## config.mk

```make
export PLATFORM = sky130hd
export DESIGN_NAME = if_stage_flat
export DESIGN_NICKNAME = d
export VERILOG_FILES = /design/src/rtl/if_stage_pkg.sv /design/src/rtl/if_stage_if.sv /design/src/rtl/if_stage_ifid_reg.sv /design/src/rtl/if_stage.sv /design/src/flat_wrapper.sv
export SDC_FILE = /design/constraint.sdc
export NUM_CORES = 1
export LEC_CHECK = 0
export CAP_MARGIN = 0
export CELL_PAD_IN_SITES_DETAIL_PLACEMENT = 0
export CELL_PAD_IN_SITES_GLOBAL_PLACEMENT = 1
export CORE_ASPECT_RATIO = 0.8
export CORE_MARGIN = 5
export CORE_UTILIZATION = 32
export CTS_BUF_LIST = sky130_fd_sc_hd__clkbuf_4 sky130_fd_sc_hd__clkbuf_8
export DETAILED_ROUTE_END_ITERATION = 12
export GPL_TIMING_DRIVEN = 0
export MAX_ROUTING_LAYER = met4
export PLACE_DENSITY = 0.82
export SLEW_MARGIN = 0
export SYNTH_ARGS = -nofsm -noshare
export SYNTH_HDL_FRONTEND = slang
export SYNTH_SLANG_ARGS = --single-unit
```

## constraint.sdc

```tcl
create_clock -name clk -period 2 [get_ports clk]
set_input_delay 0.3 -clock clk [delete_from_list [all_inputs] [get_ports clk]]
set_output_delay 0.3 -clock clk [all_outputs]
set_load 0.01 [all_outputs]
```

## src/rtl/if_stage_pkg.sv

```systemverilog
// Shared CPU constants for the fetch stage: reset/NOP values, fetch FSM states
// and the redirect-target alignment helper.
package if_stage_pkg;

  localparam logic [31:0] RESET_PC_DEFAULT  = 32'h0000_0000;
  localparam logic [31:0] NOP_INSTR_DEFAULT = 32'h0000_0000;

  typedef enum logic {
    RUN  = 1'b0,
    PEND = 1'b1
  } fetch_state_e;

  function automatic logic [31:0] align_word(input logic [31:0] addr);
    return {addr[31:2], 2'b00};
  endfunction

endpackage

```

## src/rtl/if_stage_if.sv

```systemverilog
// Fetch-stage buses: instruction ROM port and the IF/ID register outputs.
interface if_stage_if;

  logic [31:0] rom_addr;
  logic [31:0] rom_data;
  logic [31:0] ifid_instr;
  logic [31:0] ifid_pc_plus4;
  logic        ifid_valid;

  modport master (
    output rom_addr,
    input  rom_data,
    output ifid_instr,
    output ifid_pc_plus4,
    output ifid_valid
  );

  modport slave (
    input  rom_addr,
    output rom_data,
    input  ifid_instr,
    input  ifid_pc_plus4,
    input  ifid_valid
  );

endinterface

```

## src/rtl/if_stage_ifid_reg.sv

```systemverilog
// IF/ID pipeline register; flush beats hold, reset beats everything.
module ifid_reg
  import if_stage_pkg::*;
#(
  parameter logic [31:0] NOP_INSTR = NOP_INSTR_DEFAULT
) (
  input  logic        clk,
  input  logic        reset,
  input  logic        hold,
  input  logic        flush,
  input  logic [31:0] instr_in,
  input  logic [31:0] pc_plus4_in,
  output logic [31:0] instr,
  output logic [31:0] pc_plus4,
  output logic        valid
);

  always_ff @(posedge clk) begin
    if (reset || flush) begin
      instr    <= NOP_INSTR;
      pc_plus4 <= 32'h0;
      valid    <= 1'b0;
    end else if (!hold) begin
      instr    <= instr_in;
      pc_plus4 <= pc_plus4_in;
      valid    <= 1'b1;
    end
  end

endmodule

```

## src/rtl/if_stage.sv

```systemverilog
// Instruction fetch stage: PC register, redirect latch FSM (RUN/PEND) and the
// IF/ID register. A redirect arriving under stall is parked until release.
module if_stage
  import if_stage_pkg::*;
#(
  parameter logic [31:0] RESET_PC  = RESET_PC_DEFAULT,
  parameter logic [31:0] NOP_INSTR = NOP_INSTR_DEFAULT
) (
  input  logic              clk,
  input  logic              reset,
  input  logic              stall,
  input  logic              flush,
  input  logic              redirect_en,
  input  logic [31:0]       redirect_pc,
  output logic              redirect_pending,
  if_stage_if.master        bus
);

  fetch_state_e state, state_next;
  logic [31:0]  pc, pc_next;
  logic [31:0]  pend_pc, pend_pc_next;
  logic [31:0]  pc_plus4;
  logic [31:0]  target;

  assign pc_plus4         = pc + 32'd4;
  assign target           = align_word(redirect_pc);
  assign bus.rom_addr     = pc;
  assign redirect_pending = (state == PEND);

  always_ff @(posedge clk) begin
    if (reset) begin
      state   <= RUN;
      pc      <= RESET_PC;
      pend_pc <= 32'h0;
    end else begin
      state   <= state_next;
      pc      <= pc_next;
      pend_pc <= pend_pc_next;
    end
  end

  // Flush never touches the PC; the redirect source pairs flush with its own redirect.
  always_comb begin
    state_next   = state;
    pc_next      = pc;
    pend_pc_next = pend_pc;
    unique case (state)
      RUN: begin
        if (redirect_en) begin
          if (stall) begin
            pend_pc_next = target;
            state_next   = PEND;
          end else begin
            pc_next = target;
          end
        end else if (!stall) begin
          pc_next = pc_plus4;
        end
      end
      PEND: begin
        if (stall) begin
          if (redirect_en) pend_pc_next = target;
        end else begin
          pc_next    = redirect_en ? target : pend_pc;
          state_next = RUN;
        end
      end
      default: state_next = RUN;
    endcase
  end

  ifid_reg #(
    .NOP_INSTR(NOP_INSTR)
  ) u_ifid_reg (
    .clk        (clk),
    .reset      (reset),
    .hold       (stall),
    .flush      (flush),
    .instr_in   (bus.rom_data),
    .pc_plus4_in(pc_plus4),
    .instr      (bus.ifid_instr),
    .pc_plus4   (bus.ifid_pc_plus4),
    .valid      (bus.ifid_valid)
  );

endmodule

```

## src/flat_wrapper.sv

```systemverilog
// flat-port wrapper written by rule: the top's interface ports become plain ports
module if_stage_flat import if_stage_pkg::*;
#(
  parameter logic [31:0] RESET_PC  = RESET_PC_DEFAULT,
  parameter logic [31:0] NOP_INSTR = NOP_INSTR_DEFAULT
)
  (clk, reset, stall, flush, redirect_en, redirect_pc, redirect_pending, bus_rom_addr, bus_rom_data, bus_ifid_instr, bus_ifid_pc_plus4, bus_ifid_valid);
  if_stage_if bus_i ();
  input  logic clk;
  input  logic reset;
  input  logic stall;
  input  logic flush;
  input  logic redirect_en;
  input  logic [31:0] redirect_pc;
  output logic redirect_pending;
  output wire logic [$bits(bus_i.rom_addr)-1:0] bus_rom_addr;
  input wire logic [$bits(bus_i.rom_data)-1:0] bus_rom_data;
  output wire logic [$bits(bus_i.ifid_instr)-1:0] bus_ifid_instr;
  output wire logic [$bits(bus_i.ifid_pc_plus4)-1:0] bus_ifid_pc_plus4;
  output wire logic [$bits(bus_i.ifid_valid)-1:0] bus_ifid_valid;
  assign bus_rom_addr = bus_i.rom_addr;
  assign bus_i.rom_data = bus_rom_data;
  assign bus_ifid_instr = bus_i.ifid_instr;
  assign bus_ifid_pc_plus4 = bus_i.ifid_pc_plus4;
  assign bus_ifid_valid = bus_i.ifid_valid;
  if_stage #(.RESET_PC(RESET_PC), .NOP_INSTR(NOP_INSTR)) u_core (.clk(clk), .reset(reset), .stall(stall), .flush(flush), .redirect_en(redirect_en), .redirect_pc(redirect_pc), .redirect_pending(redirect_pending), .bus(bus_i));
endmodule
```

==> key figures, run 1 <==
Synthesis
  • Area of the mapped netlist: 6060 sq um
  • Syn nets: 830
  • Seq cells post-synth: 130
  • Synth Warn #: 0
  • Post-synth cell types: 57
  • Main synth FF type: dfxtp_1
  • Cell count after synthesis: 760
  • Cell taking the most area after synthesis: dfxtp_1
  • Synth async-reset ratio: 0%
  • Synth area leaders: dfxtp_1, a21oi_1, nand2_1
  • Yosys top cell area share: 42.9%
  • Syn avg cell area: 7.97 sq um
  • Post-synth EDFFs: 0
  • Post-synthesis sequential area ratio: 42.9%

Floorplan
  • DIE AREA: 21800 sq um
  • Starting Density: 32.2%
  • Die height: 133 microns
  • Num rows: 45
  • Die width: 164 microns
  • I/O Pins: 167
  • Floorplan core area: 18800 sq um

Pwr
  • VDD IR-drop max: 0.000345 V
  • Pwr per Cell Area: 685 nW/um^2
  • Leak pwr: 3.20 nW
  • Tot Pwr: 5.95 mW

Clocking
  • TritonCTS clock tree: yes
  • Clk_lat worst skew: 0.45 ns
  • Sink Count: 130
  • Root buffer cell: clkbuf_8
  • Clock edge transition at the registers on the reported setup and hold paths: 0.09 ns
  • CTS max path bufs: 2
  • H-Tree Level Count: 4
  • Num CTS Buffers: 17

Routing
  • # DRC: 0
  • DR WL/cell: 18.0 microns
  • Total Wirelength: 22200 microns
  • Routed Antenna Nets: 0
  • DR vias/cell: 5.02
  • DR iter-0 viols: 614
  • Vias: 6179
  • TritonRoute pass-1 iters: 8

Timing
  • Clock skew: 0.0144 ns
  • Unrepaired setup endpoints after global routing: yes
  • Final setup violation count: 0
  • Slew Viols, Final: 0
  • Tmin final: 1.99 ns
  • Worst slew margin: 50.1%
  • Max Clk Rate: 502 MHz
  • WHS: 0.443 ns
  • Tightest Pin Transition: 0.748 ns
  • Final Hold Violating Endpoints: 0
  • Tcrit/Tclk final: 99.6%

Worst hold path
  • HP Class: primary input to flip-flop
  • WHS Endpoint: u_core.pend_pc[16]
  • Hold path start: redirect_pc[16]
  • Hold depth: 3

Critical path
  • FF-to-FF setup slack: 0.008 ns
  • WP data required: 2.39 ns
  • Setup crit start kind: flip-flop
  • Worst reg2reg path depth: 6
  • R2r endpoint: u_core.u_ifid_reg.pc_plus4[31]
  • R2R Path Start: u_core.bus.rom_addr[10]
  • Max FO, Critical Path: 8
  • Type of destination of the critical path: flip-flop
  • Crit Path Category: flip-flop to flip-flop
  • Arr. time, crit path: 2.38 ns

Cells and area
  • Nets@finish: 1029
  • Fill count: 1895
  • Post-route cell area: 8680 sq um
  • Area Growth Syn to Fin: 43.3%
  • Commonest non-fill, non-tap cells in the layout: clkdlybuf4s50_1, nand2_1, dfxtp_1, a21oi_1, nor2_1
  • Antenna Cells: 0
  • Commonest non-fill, non-tap cell in the layout: clkdlybuf4s50_1
  • Post-Route Utilization: 46.2%
  • Share of cells above drive strength 1: 11.9%
  • Post-route insts no fill: 1230

Placed design
  • Post-DP HPWL: 16200 microns
  • IO buf count: 163
  • Dpl cells: 1181
  • RD Place Congestion: 0.909
  • Placement Cell Area: 8070 sq um

Global route
  • Initial antenna violation count: 0
  • Total congestion overflow: 0
  • First-pass GRT wire length: 33800 microns
  • Largest net degree at the start of global routing: 17
  • Vias in the first global route: 5761
  • Total GRT Usage: 20.6%

Run
  • Max-Cap Viols: 0

Outcome
  • Status: finished clean
critical path, stage by stage, from the launching register on:
cell	delay, ns
dfxtp_1	0.34
buf_2	0.19
nand4_1	0.15
or4_4	0.50
and4bb_2	0.39
mux2i_1	0.20
o211a_1	0.15
flip-flops by register name (all words and copies together) (netlist names):
register                    count
u_core.redirect_pending         1
u_core.u_ifid_reg.valid         1
u_core.u_ifid_reg.instr        32
u_core.bus.rom_addr            32
u_core.u_ifid_reg.pc_plus4     32
u_core.pend_pc                 32
synthesized netlist by cell type (2+ instances only):
master	instances
dfxtp_1	130
nand2_1	118
a21oi_1	90
nor2_1	88
o21ai_0	50
clkbuf_1	43
mux2i_1	41
xnor2_1	19
inv_1	16
nor3_1	16
nand3_1	12
a211oi_1	10
buf_1	10
buf_2	10
nand4_1	10
nor4_1	9
a221oi_1	7
nor3b_1	6
xor2_1	6
and4_1	5
and3_1	4
nand2b_1	3
o211ai_1	3
o22ai_1	3
o32ai_1	3
or2_2	3
a211o_1	2
a21o_1	2
and2_1	2
buf_4	2
nand3b_1	2
nor2b_1	2
nor4_2	2
nor4b_1	2
o21a_1	2
o2bb2a_1	2
o31a_1	2
o31ai_1	2
or3_1	2
or4_1	2
logic make-up (layout without fill, tap and decap cells):
group | Yosys count | in the layout | synth area share (%)
simple gates | 296 | 296 | 23.3
compound gates | 184 | 184 | 17.4
flops | 130 | 130 | 42.9
buf+inv | 82 | 294 | 5.53
mux | 42 | 42 | 6.96
xor+xnor | 25 | 25 | 3.61
fa+ha+maj | 1 | 1 | 0.206
cell type report:
cell class              count  area [sq um]  share of cell area, %
plain buffers              64           324                   3.73
clock buffers              18           248                   2.85
clock inverters            14           130                   1.50
inverters                  16          60.1                  0.692
multi-input cells         548          3200                   36.9
flip-flops and latches    130          2620                   30.2
well taps                 258           323                   3.72
repair buffers            182          1770                   20.4
worst max path at each step:
| stage | start | endpoint | slack (ns) | cells after the start |
|---|---|---|---|---|
| after floorplan | u_core.bus.rom_addr[16] | u_core.u_ifid_reg.pc_plus4[31] | 0.0007 | 7 |
| after global placement | stall | u_core.bus.rom_addr[30] | -1.10 | 5 |
| after detailed placement | stall | u_core.bus.rom_addr[30] | -1.07 | 5 |
| after CTS | u_core.bus.rom_addr[4] | u_core.u_ifid_reg.pc_plus4[31] | 0.01 | 6 |
| after global routing | u_core.bus.rom_addr[4] | u_core.u_ifid_reg.pc_plus4[31] | -0.05 | 6 |
| final | u_core.bus.rom_addr[10] | u_core.u_ifid_reg.pc_plus4[31] | 0.008 | 6 |
metal layers:
metal	wire (microns)	vias up	part of all wire [%]	global-route usage, %
met2	9470	281	43	29.7
met4	297	0	1.3	4.33
li1	-	3032	-	-
met5	0	-	0	-
met1	10500	2839	48	29.1
met3	1870	27	8.4	5.23
power by group:
group	leakage, nW	switching, mW	internal (mW)	total [mW]
combinational	1.94	0.500	0.452	0.952
sequential	1.07	0.104	2.70	2.80
clock	0.186	1.16	1.03	2.19
total	3.20	1.77	4.18	5.95
per-stage QoR:
step / TNS, ns / setup WS (ns)
after floorplan: 0 / 0.000678
after global placement: -72.97 / -1.10
after detailed placement: -72.03 / -1.07
after CTS: 0 / 0.0122
after global routing: -0.111 / -0.0530
final: 0 / 0.00804
what timing repair did:
item,CTS,global route
endpoints found under the setup margin,78,69
buffers inserted,10,9
gates cloned,0,0
gates resized for setup,24,35
pin swaps,5,3
hold buffers,0,0
Note: power is estimated with default switching activity, not from simulation.
==> inputs of run 2 (changes only) <==
--- a/config.mk
+++ b/config.mk
@@ -5,7 +5,7 @@
 export SDC_FILE = /design/constraint.sdc
 export NUM_CORES = 1
 export LEC_CHECK = 0
-export CAP_MARGIN = 0
+export CAP_MARGIN = 20
 export CELL_PAD_IN_SITES_DETAIL_PLACEMENT = 0
 export CELL_PAD_IN_SITES_GLOBAL_PLACEMENT = 1
 export CORE_ASPECT_RATIO = 0.8
==> results of run 2 <==
The final DEF is identical to that of run 1; final timing and power are the same.
==> inputs of run 3 (changes only) <==
--- a/config.mk
+++ b/config.mk
@@ -8,7 +8,7 @@
 export CAP_MARGIN = 20
 export CELL_PAD_IN_SITES_DETAIL_PLACEMENT = 0
 export CELL_PAD_IN_SITES_GLOBAL_PLACEMENT = 1
-export CORE_ASPECT_RATIO = 0.8
+export CORE_ASPECT_RATIO = 0.9
 export CORE_MARGIN = 5
 export CORE_UTILIZATION = 32
 export CTS_BUF_LIST = sky130_fd_sc_hd__clkbuf_4 sky130_fd_sc_hd__clkbuf_8
==> run 3 against run 2 <==
  * Clock skew down 0.0047 ns
  * Worst hold slack worse by 0.012 ns
  * Power up 1.7%
  * Critical endpoint unchanged
  * Critical path depth unchanged
  * Maximum frequency up 0.92%
  * Highest routed layer unchanged
  * Final area up 0.10%
  * Global-route usage down 0.096 points
==> key figures, run 3 (same netlist as run 1, synthesis figures left out) <==
Pwr
  • Pwr per Cell Area: 696 nW/um^2 (+1.6%)
  • Clock power frac: 37.8% (+1.0 points)
  • Net switching power: 1.68 mW (-4.7%)
  • VDD IR-drop max: 0.000523 V (+51%)
  • Flop pwr share: 46.4% (-0.7 points)
  • Leak pwr: 3.21 nW (+0.37%)
  • Tot Pwr: 6.05 mW (+1.7%)
  • Combinational fraction of design power: 15.8% (-0.2 points)
  • Pint: 4.36 mW (+4.4%)
  • Switching share of power: 27.8% (-1.9 points)

Global route
  • Largest net degree at the start of global routing: 17 (unchanged)
  • First-pass GRT wire length: 33900 microns (+0.27%)
  • Initial antenna violation count: 0 (unchanged)
  • Vias in the first global route: 5691 (-1.2%)
  • Total GRT Usage: 20.5% (-0.096 points)
  • Total congestion overflow: 0 (unchanged)

Critical path
  • CP max stage delay: 0.54 ns (+0.04 ns)
  • WP data required: 2.39 ns (about the same)
  • CP top delay family: simple AND/OR/NAND/NOR gates
  • Max FO, Critical Path: 2 (-6)
  • CP cell instances: buf_6 -> nand4_4 -> or4_4 -> and4bb_4 -> mux2i_4 -> o211a_1
  • Arr. time, crit path: 2.37 ns (about the same)
  • WP buf/inv: 1 (unchanged)
  • CP max-delay cell: or4_4
  • Type of destination of the critical path: flip-flop
  • Setup crit start kind: flip-flop
  • Crit Path Category: flip-flop to flip-flop

Cells and area
  • Seq. cell area: 2630 sq um (+0.14%)
  • Area Growth Syn to Fin: 43.4%
  • Post-route insts no fill: 1213 (-1.4%)
  • Nets@finish: 1025 (-0.39%)
  • Share of cells above drive strength 1: 11.4% (-0.57 points)
  • Commonest non-fill, non-tap cells in the layout: clkdlybuf4s50_1, nand2_1, dfxtp_1, a21oi_1, nor2_1
  • Antenna Cells: 0 (unchanged)
  • Multi-input gate area: 3220 sq um (+0.78%)
  • Fill count: 1826 (-3.6%)
  • Post-route cell area: 8690 sq um (+0.10%)
  • Commonest non-fill, non-tap cell in the layout: clkdlybuf4s50_1

Routing
  • DR WL/cell: 18.2 microns (+0.70%)
  • DR vias/cell: 5.05 (+0.48%)
  • Routed Antenna Nets: 0 (unchanged)
  • # DRC: 0 (unchanged)
  • TritonRoute pass-1 iters: 5 (-3)
  • DR iter-0 viols: 542 (-12%)
  • Total Wirelength: 22000 microns (-0.69%)
  • Vias: 6123 (-0.91%)

Placed design
  • Dpl cells: 1168 (-1.1%)
  • Post-DP HPWL: 16000 microns (-1.4%)
  • IO buf count: 163 (unchanged)
  • Placement Cell Area: 8050 sq um (-0.20%)
  • RD Place Congestion: 0.852 (-6.2%)

Timing
  • Slew Viols, Final: 0 (unchanged)
  • Final Hold Violating Endpoints: 0 (unchanged)
  • Max Clk Rate: 507 MHz (+0.92%)
  • Worst slew margin: 49.1% (-1.0 points)
  • Tightest Pin Transition: 0.763 ns (+0.0156 ns)
  • Final setup violation count: 0 (unchanged)
  • Fin Setup TNS: 0 ns (unchanged)
  • Tcrit/Tclk final: 98.7% (-0.90 points)
  • Unrepaired setup endpoints after global routing: yes
  • Clock skew: 0.00975 ns (-0.00466 ns)
  • Tmin final: 1.97 ns (-0.0181 ns)

Floorplan
  • DIE AREA: 21800 sq um (about the same)
  • Num rows: 47 (+4.4%)
  • Die width: 155 microns (-5.4%)
  • I/O Pins: 167 (unchanged)
  • Die height: 141 microns (+5.6%)
  • Floorplan core area: 18500 sq um (-1.5%)
  • Starting Density: 32.7% (+0.49 points)

Clocking
  • Sink Count: 130 (unchanged)
  • Root buffer cell: clkbuf_8
  • CTS max path bufs: 2 (unchanged)
  • Clock edge transition at the registers on the reported setup and hold paths: 0.07 ns (-0.02 ns)
  • H-Tree Level Count: 4 (unchanged)
  • TritonCTS clock tree: yes
  • Num CTS Buffers: 17 (unchanged)
  • Clk_lat worst skew: 0.45 ns (about the same)

Outcome
  • Status: finished clean

Run
  • Max-Cap Viols: 0 (unchanged)

Worst hold path
  • HP Class: primary input to flip-flop
-- run 3: changes by cell type in the layout (fill, tap and decap cells not counted), moves of 3 or more --
| cell | change |
|---|---|
| clkinv_2 | +3 |
| clkbuf_2 | -8 |
| buf_4 | -3 |
| clkbuf_1 | +4 |
| clkbuf_4 | +4 |
| inv_6 | -3 |
| clkinv_4 | -3 |
-- run 3: worst reg2reg max path: stages, from the launching register on --
cell	delay [ns]
dfxtp_2	0.36
buf_6	0.12
nand4_4	0.10
or4_4	0.54
and4bb_4	0.37
mux2i_4	0.28
o211a_1	0.16
-- run 3: power groups by stage --
stage	logic [mW]	registers (mW)	clock network (mW)
after floorplan	0.421	2.87	0
after global placement	0.931	2.85	0
after detailed placement	0.935	2.85	0
after CTS	0.946	2.80	2.33
after global routing	1.04	2.82	2.45
final	0.958	2.80	2.28
-- run 3: final timing paths --
kind	startpoint	endpoint	slack (ns)	depth (start not counted)
setup / recovery	u_core.bus.rom_addr[14]	u_core.u_ifid_reg.pc_plus4[31]	0.03	6
hold / removal	redirect_pc[16]	u_core.pend_pc[16]	0.43	3
setup reg to reg	u_core.bus.rom_addr[14]	u_core.u_ifid_reg.pc_plus4[31]	0.03	6
hold reg to reg	u_core.u_ifid_reg.valid	u_core.u_ifid_reg.valid	0.46	1
-- run 3: per-stage QoR --
stage               utilization [%]  hold slack [ns]  worst slack (ns)
floorplan                         -            0.432          0.000678
global placement               43.5            0.438             -1.05
detailed placement             43.5            0.443            -0.975
CTS                            46.4            0.401           0.00145
global route                   46.9            0.426           -0.0813
finish                         46.9            0.430            0.0261
-- run 3: layout make-up --
cell class / instances / area share, %
Clock inverter: 10 / 1.25
Clock buffer: 22 / 3.27
Tap cell: 245 / 3.53
Multi-Input combinational cell: 548 / 37.1
Inverter: 16 / 0.691
Timing Repair Buffer: 180 / 20.3
Buffer: 62 / 3.64
Sequential cell: 130 / 30.2
-- run 3: timing repair --
action | 4_1_cts | 5_1_grt
hold buffers | 0 | 0
buffers inserted | 15 | 2
pin swaps | 5 | 3
gates resized for setup | 24 | 32
setup endpoints to repair | 78 | 83
-- run 3: routing by layer --
layer / track usage [%] / part of all wire, % / vias up
met2: 29.6 / 44 / 258
met3: 4.04 / 7.4 / 28
met5: - / 0 / -
met4: 6.04 / 1.8 / 0
met1: 28.9 / 47 / 2814
li1: - / - / 3023
